## src/rtl/da_playback.sv

```systemverilog
// da_playback: waveform playback transmitter for a parallel DAC.
//
// Samples are loaded through a simple write port into an internal register
// buffer. They are then replayed to the DAC at a programmable rate, either
// once or looping, with a one-cycle strobe that follows each sample update.
//
// Ports:
//   clk, rst     system clock, asynchronous active-high reset
//   wr_en        write wr_data at index sample_len (only while idle, not full)
//   wr_data      sample to write
//   wr_clr       empty the buffer (only while idle, beats wr_en)
//   play_start   start request (level, sampled every cycle)
//   play_stop    abort playback, beats a same-cycle tick
//   loop_mode    1 = wrap to sample 0 after the last sample
//   rate_div     playback period minus one in clk cycles (0 treated as 1)
//   da_data      registered DAC sample, mid-scale at reset
//   da_clk       one-cycle strobe in the cycle after each da_data update
//   busy         playback (or its drain cycle) in progress
//   done         one-cycle pulse at the natural end of a non-loop pass
//   wr_full      buffer holds 2^DEPTH_LOG2 samples
//   sample_len   number of stored samples
module da_playback #(
  parameter int unsigned       DEPTH_LOG2 = 8,
  parameter int unsigned       DATA_W     = 8,
  parameter int unsigned       DIV_W      = 16,
  parameter logic [DATA_W-1:0] MID        = 8'h80
) (
  input  logic                  clk,
  input  logic                  rst,
  input  logic                  wr_en,
  input  logic [DATA_W-1:0]     wr_data,
  input  logic                  wr_clr,
  input  logic                  play_start,
  input  logic                  play_stop,
  input  logic                  loop_mode,
  input  logic [DIV_W-1:0]      rate_div,
  output logic [DATA_W-1:0]     da_data,
  output logic                  da_clk,
  output logic                  busy,
  output logic                  done,
  output logic                  wr_full,
  output logic [DEPTH_LOG2:0]   sample_len
);

  localparam int unsigned DEPTH = 1 << DEPTH_LOG2;

  typedef enum logic [1:0] {
    ST_IDLE,
    ST_PLAY,
    ST_DRAIN
  } state_e;

  state_e                  state_q, state_d;
  logic [DIV_W-1:0]        cnt_q, cnt_d;
  logic [DIV_W-1:0]        div_q, div_d;
  logic [DEPTH_LOG2-1:0]   rptr_q, rptr_d;
  logic [DATA_W-1:0]       da_data_q, da_data_d;
  logic                    da_clk_q, da_clk_d;
  logic [DEPTH_LOG2:0]     len_q, len_d;

  logic [DATA_W-1:0]       mem_q [DEPTH];
  logic                    mem_we;
  logic [DEPTH_LOG2-1:0]   mem_waddr;

  logic                    tick;
  logic                    last;
  logic                    full;
  logic [DIV_W-1:0]        div_eff;

  assign full      = (len_q == (DEPTH_LOG2+1)'(DEPTH));
  assign last      = ({1'b0, rptr_q} == (len_q - (DEPTH_LOG2+1)'(1)));
  assign div_eff   = (rate_div == '0) ? DIV_W'(1) : rate_div;
  assign mem_waddr = len_q[DEPTH_LOG2-1:0];

  // Playback FSM and rate counter
  always_comb begin
    state_d   = state_q;
    cnt_d     = cnt_q;
    div_d     = div_q;
    rptr_d    = rptr_q;
    da_data_d = da_data_q;
    tick      = 1'b0;
    done      = 1'b0;

    unique case (state_q)
      ST_IDLE: begin
        if (play_start && !play_stop && (len_q != '0)) begin
          state_d = ST_PLAY;
          cnt_d   = '0;
          rptr_d  = '0;
          div_d   = div_eff;
        end
      end

      ST_PLAY: begin
        if (play_stop) begin
          state_d = ST_IDLE;
        end else if (cnt_q == div_q) begin
          tick      = 1'b1;
          cnt_d     = '0;
          da_data_d = mem_q[rptr_q];
          if (last) begin
            if (loop_mode) begin
              rptr_d = '0;
            end else begin
              state_d = ST_DRAIN;
            end
          end else begin
            rptr_d = rptr_q + DEPTH_LOG2'(1);
          end
        end else begin
          cnt_d = cnt_q + DIV_W'(1);
        end
      end

      ST_DRAIN: begin
        state_d = ST_IDLE;
        // An abort landing on the drain cycle suppresses the end pulse.
        done    = !play_stop;
      end

      default: begin
        state_d = ST_IDLE;
      end
    endcase

    da_clk_d = tick;
  end

  // Buffer write port: frozen while playback is in progress
  always_comb begin
    len_d  = len_q;
    mem_we = 1'b0;
    if (state_q == ST_IDLE) begin
      if (wr_clr) begin
        len_d = '0;
      end else if (wr_en && !full) begin
        mem_we = 1'b1;
        len_d  = len_q + (DEPTH_LOG2+1)'(1);
      end
    end
  end

  always_ff @(posedge clk or posedge rst) begin
    if (rst) begin
      state_q   <= ST_IDLE;
      cnt_q     <= '0;
      div_q     <= DIV_W'(1);
      rptr_q    <= '0;
      da_data_q <= MID;
      da_clk_q  <= 1'b0;
      len_q     <= '0;
    end else begin
      state_q   <= state_d;
      cnt_q     <= cnt_d;
      div_q     <= div_d;
      rptr_q    <= rptr_d;
      da_data_q <= da_data_d;
      da_clk_q  <= da_clk_d;
      len_q     <= len_d;
    end
  end

  // Sample storage has no reset; only sample_len defines valid contents.
  always_ff @(posedge clk) begin
    if (mem_we) begin
      mem_q[mem_waddr] <= wr_data;
    end
  end

  assign da_data    = da_data_q;
  assign da_clk     = da_clk_q;
  assign busy       = (state_q != ST_IDLE);
  assign wr_full    = full;
  assign sample_len = len_q;

endmodule

```

## config.mk

```make
export PLATFORM = sky130hd
export DESIGN_NAME = da_playback
export DESIGN_NICKNAME = d
export VERILOG_FILES = /design/src/rtl/da_playback.sv
export SDC_FILE = /design/constraint.sdc
export NUM_CORES = 2
export LEC_CHECK = 0
export ABC_CLOCK_PERIOD_IN_PS = 4300
export CAP_MARGIN = 20
export CORE_MARGIN = 4
export CORE_UTILIZATION = 40
export DETAILED_ROUTE_END_ITERATION = 10
export PLACE_DENSITY_LB_ADDON = 0.2
export SYNTH_ARGS = -nofsm -noshare
export SYNTH_HDL_FRONTEND = slang
export SYNTH_SLANG_ARGS = --single-unit
```

## constraint.sdc

```tcl
create_clock -name clk -period 4.3 [get_ports clk]
set_input_delay 1.29 -clock clk [delete_from_list [all_inputs] [get_ports clk]]
set_output_delay 1.29 -clock clk [all_outputs]
set_load 0.05 [all_outputs]
```

After elaboration in Yosys (flattened, before gate mapping)
Memory sizes are Yosys's and may differ from the RTL's. A register that Yosys moved wholly into a read port is not among the register bits.
Index checks and enable logic that the tools add are counted.
- register bits after elaboration: 52
- memory bits (writable): 2048
- output and inout port bits: 21
- logic and storage cells: 69
- memories: 1
- memory list (memory ; depth ; bits a word ; read ports ; clocked after Yosys merged registers in ; write ports ; line ; source):
    mem_q ; 256 ; 8 ; 1 ; 1 ; 1 ; 61 ; logic [DATA_W-1:0] mem_q [DEPTH];
- $add $sub $neg: 4
- equal/unequal tests: 12
- multiplexer cells: 28
- bitwise gates (word level): 1
- reductions and logical operators: 17
- operator list (kind ; count):
    16-bit two-way mux ; 4
    8-bit two-way mux ; 5
    16-bit one-hot mux with 2 select lines ; 1
    9-bit two-way mux ; 2
    16-bit by 1-bit adder with 16-bit output, second input constant ; 1
    16-bit equality test ; 1
    16-bit logical NOT ; 1
    8-bit one-hot mux with 2 select lines ; 1
    3-bit inequality test, second input constant ; 4
    2-bit two-way mux ; 5
    9-bit by 1-bit adder with 9-bit output, second input constant ; 1
    8-bit by 9-bit equality test with 1-bit output ; 1
    9-bit equality test, second input constant ; 1
    1-bit two-way mux ; 9
    9-bit nonzero test ; 1
    9-bit by 1-bit subtractor with 9-bit output, second input constant ; 1
    8-bit by 1-bit adder with 8-bit output, second input constant ; 1
    2-bit inequality test, second input constant ; 3
    3-bit AND reduction ; 2
    2-bit nonzero test ; 3
    5-bit AND reduction ; 1
    2-bit one-hot mux with 2 select lines ; 1
    2-bit AND reduction ; 2
    4-bit AND reduction ; 1
    6 further kinds ; 9

Longest topological paths before layout
- depth after elaboration: 8
- gate-level depth with buffers: 12
- gate-level depth less buffers: 9

Worst setup path before layout
Ideal clock, no wire load.
- path kind: input-to-output
- start: input port play_stop
- end: output port done
- arrival: 2434 ps
- slack: 576 ps
- stages: 1
- buffers on the path: 0
- path through: nor3b_1
- word-level cells in the longest chain between the ends: 2
- RTL lines (what ; line ; source):
    from (decl) ; 34 ; input logic play_stop,
    1-bit logical NOT ; 119 ; done = !play_stop;
    1-bit two-way mux ; 85 ; unique case (state_q)
    to (decl) ; 40 ; output logic done,
No other way between the ends.

==> run metrics <==
fin nets=5025; Post-Place Worst Slack=-86.2 ps; core box area=207000 µm²; Die Ht=465 µm; nature of the critical path endpoint=register; CTS buffer count=215; DRC=0; Placement Rows=167; Area growth syn-to-layout=16.9%; antenna-violating nets left=0; # setup viols final=0; startpoint type of the worst setup path=register; total setup buffers inserted after CTS=0; WL/cell=29.6 µm; global-route wire length before repair=338 mm; fin. max-slew vios=0; Syn Inst Count=4445; CP max FO=29; power per cell area=517 nW/µm²; Routed WL=236 mm; Power Total=50.4 mW; Slowest-stage cell, CP=dfrtp_4; GRT Util Overall=21.6%; Clock Skews=34.4 ps; CP dominant cell by count=o22ai_1; Pleak=31.0 nW; die area=216000 µm²; RSZ-0062 raised after global routing=false; Post-synth EDFFs=2048; number of buffers and inverters on the critical path=1; Peak VDD IR=467 µV; routed via count=45200; Syn Nets=4482; maxcap violations=0; status=completed; layout cells sized above 1=23.6%; Cell Chain, Critical Path=or3b_1, buf_4, o22ai_1, or3_1, o22ai_1, nor4_1, o2111ai_1, o21ai_1; Mapped Area=83500 µm²; Hold Slack=493 ps; Die X=465 µm; Crit Path Category=reg2reg; syn_area_per_cell=18.8 µm²; # hold bufs at CTS=0; largest net degree at the start of global routing=105; Resized Gates After CTS=0; Worst Tran Pin Value=1120 ps; starting density of the core=40.3%; top_reg_cell synth=edfxtp_1; DR vias/cell=5.67; final hold violations=0; Iter 0 DRT Violations=5185; Largest stage delay, worst path=850 ps; GRT overflow=0; vias in the first global route=44700; flops & latches, synth=2108; worst setup margin=322 ps; sequential cell area=63000 µm²; Hold WC Path Type=reg2reg; min cycle time layout=3980 ps; Critical Path RT=5070 ps; dpl hpwl=153 mm; Slew HR=25.4%; final std cells w/o fill=7974; gp weighted congestion=0.887; warning count from the yosys run=0; antenna violations before repair=14; placed cell count=7559; Root Driver=clkbuf_16; Final Cycle Share=92.5%; # fillers=17400; clock sinks=2108; first-pass iteration count of the detailed router=5; CTS tree=done; Worst-path clk slew=60 ps; Yosys cell types=91; sequential area share after synthesis=75.4%; top cell family by delay on the critical path=simple AND/OR/NAND/NOR gates; Post-synth ARST share=2.85%; worst-skew pair later-pin latency=860 ps; H-tree depth=4; crit path DAT=4750 ps; combined area of the multi-input logic cells=18900 µm²; IO Port Bufs=51; f_max=251 MHz; CTS Buffer Depth=3; io pins=52
through the flow:
stage / utilization [%] / TNS (ps) / area [µm²]
2_1_floorplan: - / 0 / 83500
3_3_place_gp: 43.6 / -32.3 / 90500
3_5_place_dp: 43.7 / -86.2 / 90600
4_1_cts: 47.0 / 0 / 97600
5_1_grt: 47.0 / 0 / 97600
6_report: 47.0 / 0 / 97600
cells by family (layout without fill, tap and decap cells):
| kind of cell | after synthesis | in the layout | synth area share, % |
|---|---|---|---|
| flip-flops | 2108 | 2108 | 75.4 |
| AND/OR/NAND/NOR | 749 | 749 | 4.19 |
| multiplexers | 740 | 740 | 13.3 |
| AO/OA/AOI/OAI | 526 | 526 | 4.46 |
| buffers and inverters | 276 | 1011 | 2.10 |
| XOR/XNOR | 40 | 40 | 0.419 |
| adder cells (fa/ha/maj) | 6 | 6 | 0.0899 |
| other | 0 | 6 | 0 |
power by group:
part / total [mW] / leakage (nW) / switching [mW] / internal [mW]
Sequential: 23.0 / 19.2 / 0.303 / 22.7
Clock: 18.5 / 3.41 / 7.93 / 10.6
Combinational: 8.98 / 8.39 / 5.13 / 3.85
per-layer routing:
metal | global-route usage (%) | wire (µm) | vias to the layer above
li1 | - | - | 19200
met1 | 31.2 | 100000 | 23900
met2 | 34.4 | 112000 | 1851
met3 | 3.48 | 17300 | 322
met4 | 5.90 | 6310 | 2
met5 | 0 | 13 | -
final cells by class:
| type | count | area share (%) |
|---|---|---|
| repair buffers | 590 | 5.28 |
| multi-input cells | 2061 | 19.3 |
| well taps | 2788 | 3.57 |
| flip-flops and latches | 2108 | 64.6 |
| inverters | 12 | 0.0538 |
| clock inverters | 145 | 1.39 |
| diodes | 6 | 0.0154 |
| clock buffers | 264 | 5.79 |
final timing paths:
check	start	slack [ps]	end	cells after the start
max	rptr_q[2]$_DFFE_PP0P_	320	da_data[6]$_DFFE_PP0P_	8
min	div_q[0]$_DFFE_PP1P_	490	div_q[0]$_DFFE_PP1P_	2
max reg2reg	rptr_q[2]$_DFFE_PP0P_	320	da_data[6]$_DFFE_PP0P_	8
min reg2reg	div_q[0]$_DFFE_PP1P_	490	div_q[0]$_DFFE_PP1P_	2
max in group asynchronous	rst	2590	da_data[7]$_DFFE_PP1P_	3
min in group asynchronous	rst	830	div_q[4]$_DFFE_PP0P_	2
sequential cells by signal, summed over array words and instances (netlist names):
signal / cells
cnt_q: 16
da_clk: 1
da_data: 8
div_q: 16
mem_q: 2048
rptr_q: 8
sample_len: 9
state_q: 2
worst register-to-register path: stages, from the launching register on:
cell       delay, ps
dfrtp_4          850
or3b_1           860
buf_4            400
o22ai_1          170
or3_1            160
o22ai_1          150
nor4_1           620
o2111ai_1        450
o21ai_1          230
cells in the final DEF, fill, tap and decap left out, types with 44 or more instances in the layout:
cell / Yosys / final
dfrtp_1: 58 / 53
mux4_2: 295 / 295
nor2_1: 342 / 342
o22ai_1: 112 / 112
o21ai_0: 58 / 58
a22oi_1: 82 / 82
edfxtp_1: 2048 / 2048
buf_4: 39 / 497
mux2i_1: 424 / 424
clkbuf_1: 86 / 44
clkinv_1: 0 / 53
nand2_1: 177 / 176
clkbuf_16: 0 / 218
clkinv_2: 0 / 44
a21oi_1: 53 / 53
o221ai_1: 67 / 67
cell usage after synthesis, types with 10 or more instances:
cell type	count	area share, %
edfxtp_1	2048	74
mux2i_1	424	5.1
nor2_1	342	1.5
mux4_2	295	8.0
nand2_1	177	0.80
o22ai_1	112	0.84
clkbuf_1	86	0.39
a22oi_1	82	0.74
buf_2	70	0.42
o221ai_1	67	0.70
dfrtp_1	58	1.7
o21ai_0	58	0.35
a21oi_1	53	0.32
nand3_1	47	0.28
buf_6	43	0.58
a211oi_1	41	0.37
buf_4	39	0.35
nor3_1	36	0.22
nor4_1	28	0.21
xor2_1	28	0.29
nor2b_1	23	0.17
o211ai_1	21	0.19
mux2_2	20	0.27
or3_1	18	0.13
a2111oi_0	12	0.13
a221o_1	12	0.14
xnor2_1	12	0.13
buf_1	11	0.049
buf_8	11	0.20
inv_1	10	0.045
No activity file was read; power rests on OpenSTA's default activity.
